`src/rtl/mem_stage_access_unit_if.sv`:
```
// rtl/mem_stage_access_unit_if.sv - data-RAM request/ready bus between MEM stage and memory
//
// Purpose: groups the variable-latency data-RAM handshake into one bundle.
// Signals:
//   mem_req    master->slave  access request, held until mem_ready
//   mem_we     master->slave  1 = write, 0 = read
//   mem_addr   master->slave  access address (ADDR_WIDTH bits)
//   mem_wdata  master->slave  store data
//   mem_ready  slave->master  completion; mem_rdata valid in the same cycle
//   mem_rdata  slave->master  load data
interface mem_stage_access_unit_if #(
  parameter int ADDR_WIDTH = 32
);
  logic                  mem_req;
  logic                  mem_we;
  logic [ADDR_WIDTH-1:0] mem_addr;
  logic [31:0]           mem_wdata;
  logic                  mem_ready;
  logic [31:0]           mem_rdata;

  modport master (
    output mem_req, mem_we, mem_addr, mem_wdata,
    input  mem_ready, mem_rdata
  );

  modport slave (
    input  mem_req, mem_we, mem_addr, mem_wdata,
    output mem_ready, mem_rdata
  );
endinterface

```
`src/rtl/mem_stage_access_unit.sv`:
```
// rtl/mem_stage_access_unit.sv - MEM pipeline stage: data-RAM access, stall, writeback, next-PC
//
// Purpose: consumes the EX/MEM register fields, performs loads/stores over a
// variable-latency req/ready bus, stalls the front of the pipeline while an
// access is outstanding, and produces the MEM/WB bundle plus the PC redirect.
// Ports:
//   clk, reset_n            clock, asynchronous active-low reset
//   in_*                    EX/MEM register fields (held stable while stall=1)
//   mem                     data-RAM bus (master side)
//   stall                   hold IF/ID/EX and EX/MEM
//   redirect, redirect_pc   PC load request and resolved next PC
//   wb_rd_address, wb_data, wb_reg_wren   MEM/WB register
//   mem_error               sticky access-timeout flag
module mem_stage_access_unit #(
  parameter int ADDR_WIDTH     = 32,
  parameter int TIMEOUT_CYCLES = 255,
  parameter int CNT_WIDTH      = 8
) (
  input  logic        clk,
  input  logic        reset_n,
  input  logic [31:0] in_pc_data,
  input  logic [4:0]  in_rd_address,
  input  logic [31:0] in_alu_rd_result,
  input  logic        in_alu_rd_result_is_zero,
  input  logic [31:0] in_alu_pc_result,
  input  logic [1:0]  in_next_pc_src,
  input  logic        in_reg_write_data_src,
  input  logic        in_reg_wren,
  input  logic        in_ram_wren,
  input  logic [31:0] in_store_data,
  mem_stage_access_unit_if.master mem,
  output logic        stall,
  output logic        redirect,
  output logic [31:0] redirect_pc,
  output logic [4:0]  wb_rd_address,
  output logic [31:0] wb_data,
  output logic        wb_reg_wren,
  output logic        mem_error
);

  typedef enum logic [1:0] {IDLE, ACCESS, FINISH} state_t;

  localparam logic [CNT_WIDTH-1:0] TIMEOUT_VAL = CNT_WIDTH'(TIMEOUT_CYCLES);

  state_t               state, state_next;
  logic [CNT_WIDTH-1:0] wait_cnt;
  logic                 stall_raw;
  logic                 redirect_en;
  logic                 redirect_take;
  logic                 timeout_hit;
  logic                 is_store, is_load, is_access;
  logic [31:0]          pc_plus4;

  // A store wins over a load when both flags are set.
  assign is_store    = in_ram_wren;
  assign is_load     = in_reg_write_data_src & ~in_ram_wren;
  assign is_access   = is_store | is_load;
  assign timeout_hit = (wait_cnt == TIMEOUT_VAL);
  assign pc_plus4    = in_pc_data + 32'd4;

  always_ff @(posedge clk or negedge reset_n) begin
    if (!reset_n) state <= IDLE;
    else          state <= state_next;
  end

  // Redirect is only allowed in the one cycle where the instruction leaves
  // MEM, so a multi-cycle access cannot redirect the PC more than once.
  always_comb begin
    state_next  = state;
    stall_raw   = 1'b0;
    redirect_en = 1'b0;
    case (state)
      IDLE: begin
        if (is_access) begin
          stall_raw  = 1'b1;
          state_next = ACCESS;
        end else begin
          redirect_en = 1'b1;
        end
      end
      ACCESS: begin
        stall_raw = 1'b1;
        if (mem.mem_ready || timeout_hit) state_next = FINISH;
      end
      FINISH: begin
        redirect_en = 1'b1;
        state_next  = IDLE;
      end
      default: state_next = IDLE;
    endcase
  end

  always_comb begin
    redirect_take = 1'b0;
    redirect_pc   = pc_plus4;
    case (in_next_pc_src)
      2'd0: begin
        redirect_take = 1'b0;
        redirect_pc   = pc_plus4;
      end
      2'd1: begin
        redirect_take = in_alu_rd_result_is_zero;
        redirect_pc   = in_alu_rd_result_is_zero ? in_alu_pc_result : pc_plus4;
      end
      2'd2: begin
        redirect_take = 1'b1;
        redirect_pc   = in_alu_pc_result;
      end
      default: begin
        redirect_take = 1'b1;
        redirect_pc   = {in_alu_rd_result[31:1], 1'b0};
      end
    endcase
  end

  // The pipeline controls must read inactive for the whole time reset is held,
  // even though the EX/MEM fields feeding them may still show an access.
  assign stall    = reset_n & stall_raw;
  assign redirect = reset_n & redirect_en & redirect_take;

  always_ff @(posedge clk or negedge reset_n) begin
    if (!reset_n) begin
      mem.mem_req   <= 1'b0;
      mem.mem_we    <= 1'b0;
      mem.mem_addr  <= '0;
      mem.mem_wdata <= '0;
      wait_cnt      <= '0;
      wb_rd_address <= '0;
      wb_data       <= '0;
      wb_reg_wren   <= 1'b0;
      mem_error     <= 1'b0;
    end else begin
      case (state)
        IDLE: begin
          if (is_access) begin
            mem.mem_req   <= 1'b1;
            mem.mem_we    <= is_store;
            mem.mem_addr  <= in_alu_rd_result[ADDR_WIDTH-1:0];
            mem.mem_wdata <= in_store_data;
            wait_cnt      <= '0;
            wb_reg_wren   <= 1'b0;
          end else begin
            wb_rd_address <= in_rd_address;
            wb_data       <= in_alu_rd_result;
            wb_reg_wren   <= in_reg_wren;
          end
        end
        ACCESS: begin
          if (mem.mem_ready) begin
            mem.mem_req <= 1'b0;
            if (is_load) begin
              wb_rd_address <= in_rd_address;
              wb_data       <= mem.mem_rdata;
              wb_reg_wren   <= in_reg_wren;
            end else begin
              wb_reg_wren <= 1'b0;
            end
          end else if (timeout_hit) begin
            mem.mem_req <= 1'b0;
            mem_error   <= 1'b1;
            wb_reg_wren <= 1'b0;
          end else begin
            wait_cnt <= wait_cnt + 1'b1;
          end
        end
        FINISH: begin
          // Clear so the captured result is written back exactly once.
          wb_reg_wren <= 1'b0;
        end
        default: begin
          wb_reg_wren <= 1'b0;
        end
      endcase
    end
  end

endmodule

```
`src/flat_wrapper.sv`:
```
// flat-port wrapper written by rule: the top's interface ports become plain ports
module mem_stage_access_unit_flat 
#(
  parameter int ADDR_WIDTH     = 32,
  parameter int TIMEOUT_CYCLES = 255,
  parameter int CNT_WIDTH      = 8
)
  (clk, reset_n, in_pc_data, in_rd_address, in_alu_rd_result, in_alu_rd_result_is_zero, in_alu_pc_result, in_next_pc_src, in_reg_write_data_src, in_reg_wren, in_ram_wren, in_store_data, stall, redirect, redirect_pc, wb_rd_address, wb_data, wb_reg_wren, mem_error, mem_mem_req, mem_mem_we, mem_mem_addr, mem_mem_wdata, mem_mem_ready, mem_mem_rdata);
  mem_stage_access_unit_if #(.ADDR_WIDTH(ADDR_WIDTH)) mem_i ();
  input  logic clk;
  input  logic reset_n;
  input  logic [31:0] in_pc_data;
  input  logic [4:0] in_rd_address;
  input  logic [31:0] in_alu_rd_result;
  input  logic in_alu_rd_result_is_zero;
  input  logic [31:0] in_alu_pc_result;
  input  logic [1:0] in_next_pc_src;
  input  logic in_reg_write_data_src;
  input  logic in_reg_wren;
  input  logic in_ram_wren;
  input  logic [31:0] in_store_data;
  output logic stall;
  output logic redirect;
  output logic [31:0] redirect_pc;
  output logic [4:0] wb_rd_address;
  output logic [31:0] wb_data;
  output logic wb_reg_wren;
  output logic mem_error;
  output wire logic [$bits(mem_i.mem_req)-1:0] mem_mem_req;
  output wire logic [$bits(mem_i.mem_we)-1:0] mem_mem_we;
  output wire logic [$bits(mem_i.mem_addr)-1:0] mem_mem_addr;
  output wire logic [$bits(mem_i.mem_wdata)-1:0] mem_mem_wdata;
  input wire logic [$bits(mem_i.mem_ready)-1:0] mem_mem_ready;
  input wire logic [$bits(mem_i.mem_rdata)-1:0] mem_mem_rdata;
  assign mem_mem_req = mem_i.mem_req;
  assign mem_mem_we = mem_i.mem_we;
  assign mem_mem_addr = mem_i.mem_addr;
  assign mem_mem_wdata = mem_i.mem_wdata;
  assign mem_i.mem_ready = mem_mem_ready;
  assign mem_i.mem_rdata = mem_mem_rdata;
  mem_stage_access_unit #(.ADDR_WIDTH(ADDR_WIDTH), .TIMEOUT_CYCLES(TIMEOUT_CYCLES), .CNT_WIDTH(CNT_WIDTH)) u_core (.clk(clk), .reset_n(reset_n), .in_pc_data(in_pc_data), .in_rd_address(in_rd_address), .in_alu_rd_result(in_alu_rd_result), .in_alu_rd_result_is_zero(in_alu_rd_result_is_zero), .in_alu_pc_result(in_alu_pc_result), .in_next_pc_src(in_next_pc_src), .in_reg_write_data_src(in_reg_write_data_src), .in_reg_wren(in_reg_wren), .in_ram_wren(in_ram_wren), .in_store_data(in_store_data), .mem(mem_i), .stall(stall), .redirect(redirect), .redirect_pc(redirect_pc), .wb_rd_address(wb_rd_address), .wb_data(wb_data), .wb_reg_wren(wb_reg_wren), .mem_error(mem_error));
endmodule
```
`config.mk`:
```
export PLATFORM = sky130hd
export DESIGN_NAME = mem_stage_access_unit_flat
export DESIGN_NICKNAME = d
export VERILOG_FILES = /design/src/rtl/mem_stage_access_unit_if.sv /design/src/rtl/mem_stage_access_unit.sv /design/src/flat_wrapper.sv
export SDC_FILE = /design/constraint.sdc
export NUM_CORES = 1
export LEC_CHECK = 0
export BUFFER_PORTS_ARGS = -buffer_cell sky130_fd_sc_hd__buf_2
export CAP_MARGIN = 25
export CORE_ASPECT_RATIO = 1.4
export CORE_MARGIN = 2
export CORE_UTILIZATION = 30
export CTS_CLUSTER_SIZE = 30
export DETAILED_ROUTE_END_ITERATION = 7
export GPL_TIMING_DRIVEN = 0
export PLACE_DENSITY = 0.65
export SLEW_MARGIN = 15
export SYNTH_ARGS = -nofsm -noshare
export SYNTH_HDL_FRONTEND = slang
export SYNTH_SLANG_ARGS = --single-unit
```
`constraint.sdc`:
```
create_clock -name clk -period 1.88 [get_ports clk]
set_clock_uncertainty 0.05 [all_clocks]
set_input_delay 0 -clock clk [delete_from_list [all_inputs] [get_ports clk]]
set_output_delay 0 -clock clk [all_outputs]
set_load 0.1 [all_outputs]
```
==> out/metrics.yaml <==
syn-num-nets: 869
place_inst: 1252
wirelength_mm: 23.92
syn2layout_area_growth_pct: 65.62
rows: 60
synth_top_area_share_pct: 48.81
clock_latency_ps: 400
layout_worst_path_cycle_share_pct: 96.43
relSlewSlack_pct: 60.43
vias: 6767
drc: 0
whs_ps: -185.7
synth_seq_cells: 115
synth_edf_count: 0
core_area_sq_mm: 0.01922
critPathKind: "in -> out"
grt_pass1_wl_mm: 35.69
wl_met2_mm: 12.47
grt_max_degree: 73
fin_crit_ps: 1813
holdBufCountCts: 111
synth.distinct_cells: 43
outcome: "finished, violations left"
die_width_microns: 122.5
cp_max_fo: 10
num_antenna_cells: 0
ioPinCount: 313
gr-total-overflow: 0
start_kind: "input pin"
synthCells: 693
synthArstFlopShare_pct: 100.0
syn_area_per_cell_sq_um: 8.507
synth.area.top_cells: "dfrtp_1, nand2_1, mux2i_1"
synth_mux_area_share_pct: 6.897
cts.sinks: 115
final_nets: 1308
route.met3.wl_mm: 1.227
arrival_ps: 1760
finalNonFillerCells: 1392
fmaxAchievable_mhz: 551.6
highest_layer: "met4"
synth_simple_gate_area_share_pct: 25.25
ant_nets: 0
synthFlopType: "dfrtp_1"
synth_xor_area_share_pct: 4.457
synthesis.area_sq_mm: 0.005896
drt_iter0_markers: 403
crit-reg2reg-launch: "u_core.state[1]"
worst_setup_path_end_kind: "primary output"
hold_viol: 70
tightest_slew_ps: 593.6
clkTransAtPathRegs_ps: 50
grt_use_total_pct: 22.41
required_ps: 1830
place_hpwl_mm: 17.73
antenna_found_initial: 0
yosys.area.top_type: "dfrtp_1"
maxSlewViolCount: 0
first_global_vias: 6662
synth-compound-area-share_pct: 10.57
routabilityCongestion: 0.8634
cts_buffers: 17
h-tree-depth: 4
nFillCells: 1851
yosys_warnings: 0
drive_above_1_share_pct: 36.54
crit_start: "in_next_pc_src[1]"
seqCellArea_sq_mm: 0.002878
synth_top_family_by_area: "simple AND/OR/NAND/NOR gates"
dieArea_sq_mm: 0.02081
wl_per_cell_microns: 17.19
die_h_microns: 169.9
drtPass1Iterations: 5
setup_viol: 0
violations: "negative hold slack"
synth_fa_ha_area_share_pct: 0.4244
root_buffer: "clkbuf_16"
maxCapViolations: 0
viasPerCell: 4.861
port_buffers: 310
wl_met1_mm: 9.351
clock_path_buffers: 2
hold_path.class: "in -> async"
yosysSeqAreaShare_pct: 48.81
start_util_pct: 30.68
cts_tree: "built"
multi_input_area_sq_mm: 0.002948
## stage by stage
step / utilization (%) / worst slack [ps] / TNS [ps] / area [sq um] / hold WS (ps)
5_1_grt: 50.81 / -2.897 / -3.782 / 9764 / -149.3
4_1_cts: 50.53 / 10.38 / 0 / 9712 / -173.8
3_3_place_gp: 41.01 / -1102 / -120160 / 7881 / 141.3
2_1_floorplan: - / -865.6 / -3729 / 6020 / -345.6
3_5_place_dp: 41.21 / -266.5 / -11100 / 7920 / -83.58
6_report: 50.81 / 67.07 / 0 / 9764 / -185.7
## Yosys cell counts, types with 5 or more instances
master and n:
a21oi_1 24, a22o_1 5, and3_1 12, buf_2 12
clkbuf_1 27, dfrtp_1 115, inv_1 6, mux2_2 5
mux2i_1 35, nand2_1 251, nand3_1 21, nand4_1 11
nor2_1 20, nor3_1 8, o21ai_0 54, o22ai_1 10
xnor2_1 16, xor2_1 14
## flip-flops by register name, summed over array words and instances (netlist names)
register and cells:
u_core.wb_reg_wren 1, u_core.wb_rd_address 5, u_core.wait_cnt 8, u_core.mem.mem_addr 32, u_core.state 2, u_core.wb_data 32, u_core.mem.mem_we 1, u_core.mem.mem_wdata 32
u_core.mem_error 1, u_core.mem.mem_req 1
## path summary, 6_finish.rpt
kind,endpoint,slack [ps],depth (start not counted)
min in group clk,u_core.mem.mem_req,220,5
max,redirect_pc[19],70,7
min reg2reg,u_core.mem_error,410,1
max reg2reg,u_core.wait_cnt[6],150,6
max in group asynchronous,u_core.mem.mem_addr[22],1010,7
min,u_core.mem.mem_wdata[26],-190,5
## area by class of cell
type | instances | share of cell area (%)
Multi-Input combinational cell | 528 | 30.19
Clock inverter | 10 | 1.115
Timing Repair Buffer | 422 | 28.92
Inverter | 6 | 0.2307
Tap cell | 248 | 3.178
Buffer | 42 | 2.178
Sequential cell | 115 | 29.47
Clock buffer | 21 | 4.716
## kinds of logic (layout without fill, tap and decap cells)
logic type | Yosys count | in the layout
buffers and inverters | 50 | 501
and+or+nand+nor | 345 | 345
adders and majority gates | 2 | 2
AOI/OAI and AO/OA | 111 | 111
muxes | 40 | 40
DFF | 115 | 115
xor gates and xnor gates | 30 | 30
## placed cells by master (no fill, tap or decap), types with 6 or more instances in the layout
master	instances
buf_2	304
nand2_1	250
dfrtp_1	115
dlygate4sd3_1	106
o21ai_0	44
mux2i_1	35
nand3_1	21
nor2_1	20
clkbuf_16	17
xnor2_1	16
a21oi_2	15
clkbuf_2	15
clkbuf_4	15
xor2_1	14
clkbuf_1	13
and3_1	12
nand4_1	11
o22ai_1	10
a21oi_1	10
o21ai_1	8
nor3_1	7
inv_1	6
o21ai_2	6
buf_16	6
## critical path, cell delays in order
cell	delay (ps)
buf_2	160
nand2_1	120
clkbuf_1	360
clkbuf_2	420
o22ai_1	150
a21oi_2	120
buf_2	430
## timing repair
item                       CTS  global route
resized for setup           15            33
setup endpoints to repair  105            47
buffers inserted             0             0
hold endpoints to repair   221            70
## layer usage
metal | vias up | track usage [%]
met5 | - | 0
li1 | 3208 | -
met2 | 306 | 39.90
met1 | 3188 | 25.64
met3 | 65 | 3.854
met4 | 0 | 10.79
Power is not shown: default switching activity piles up to over one toggle a cycle in this logic, so the estimate is an artifact.
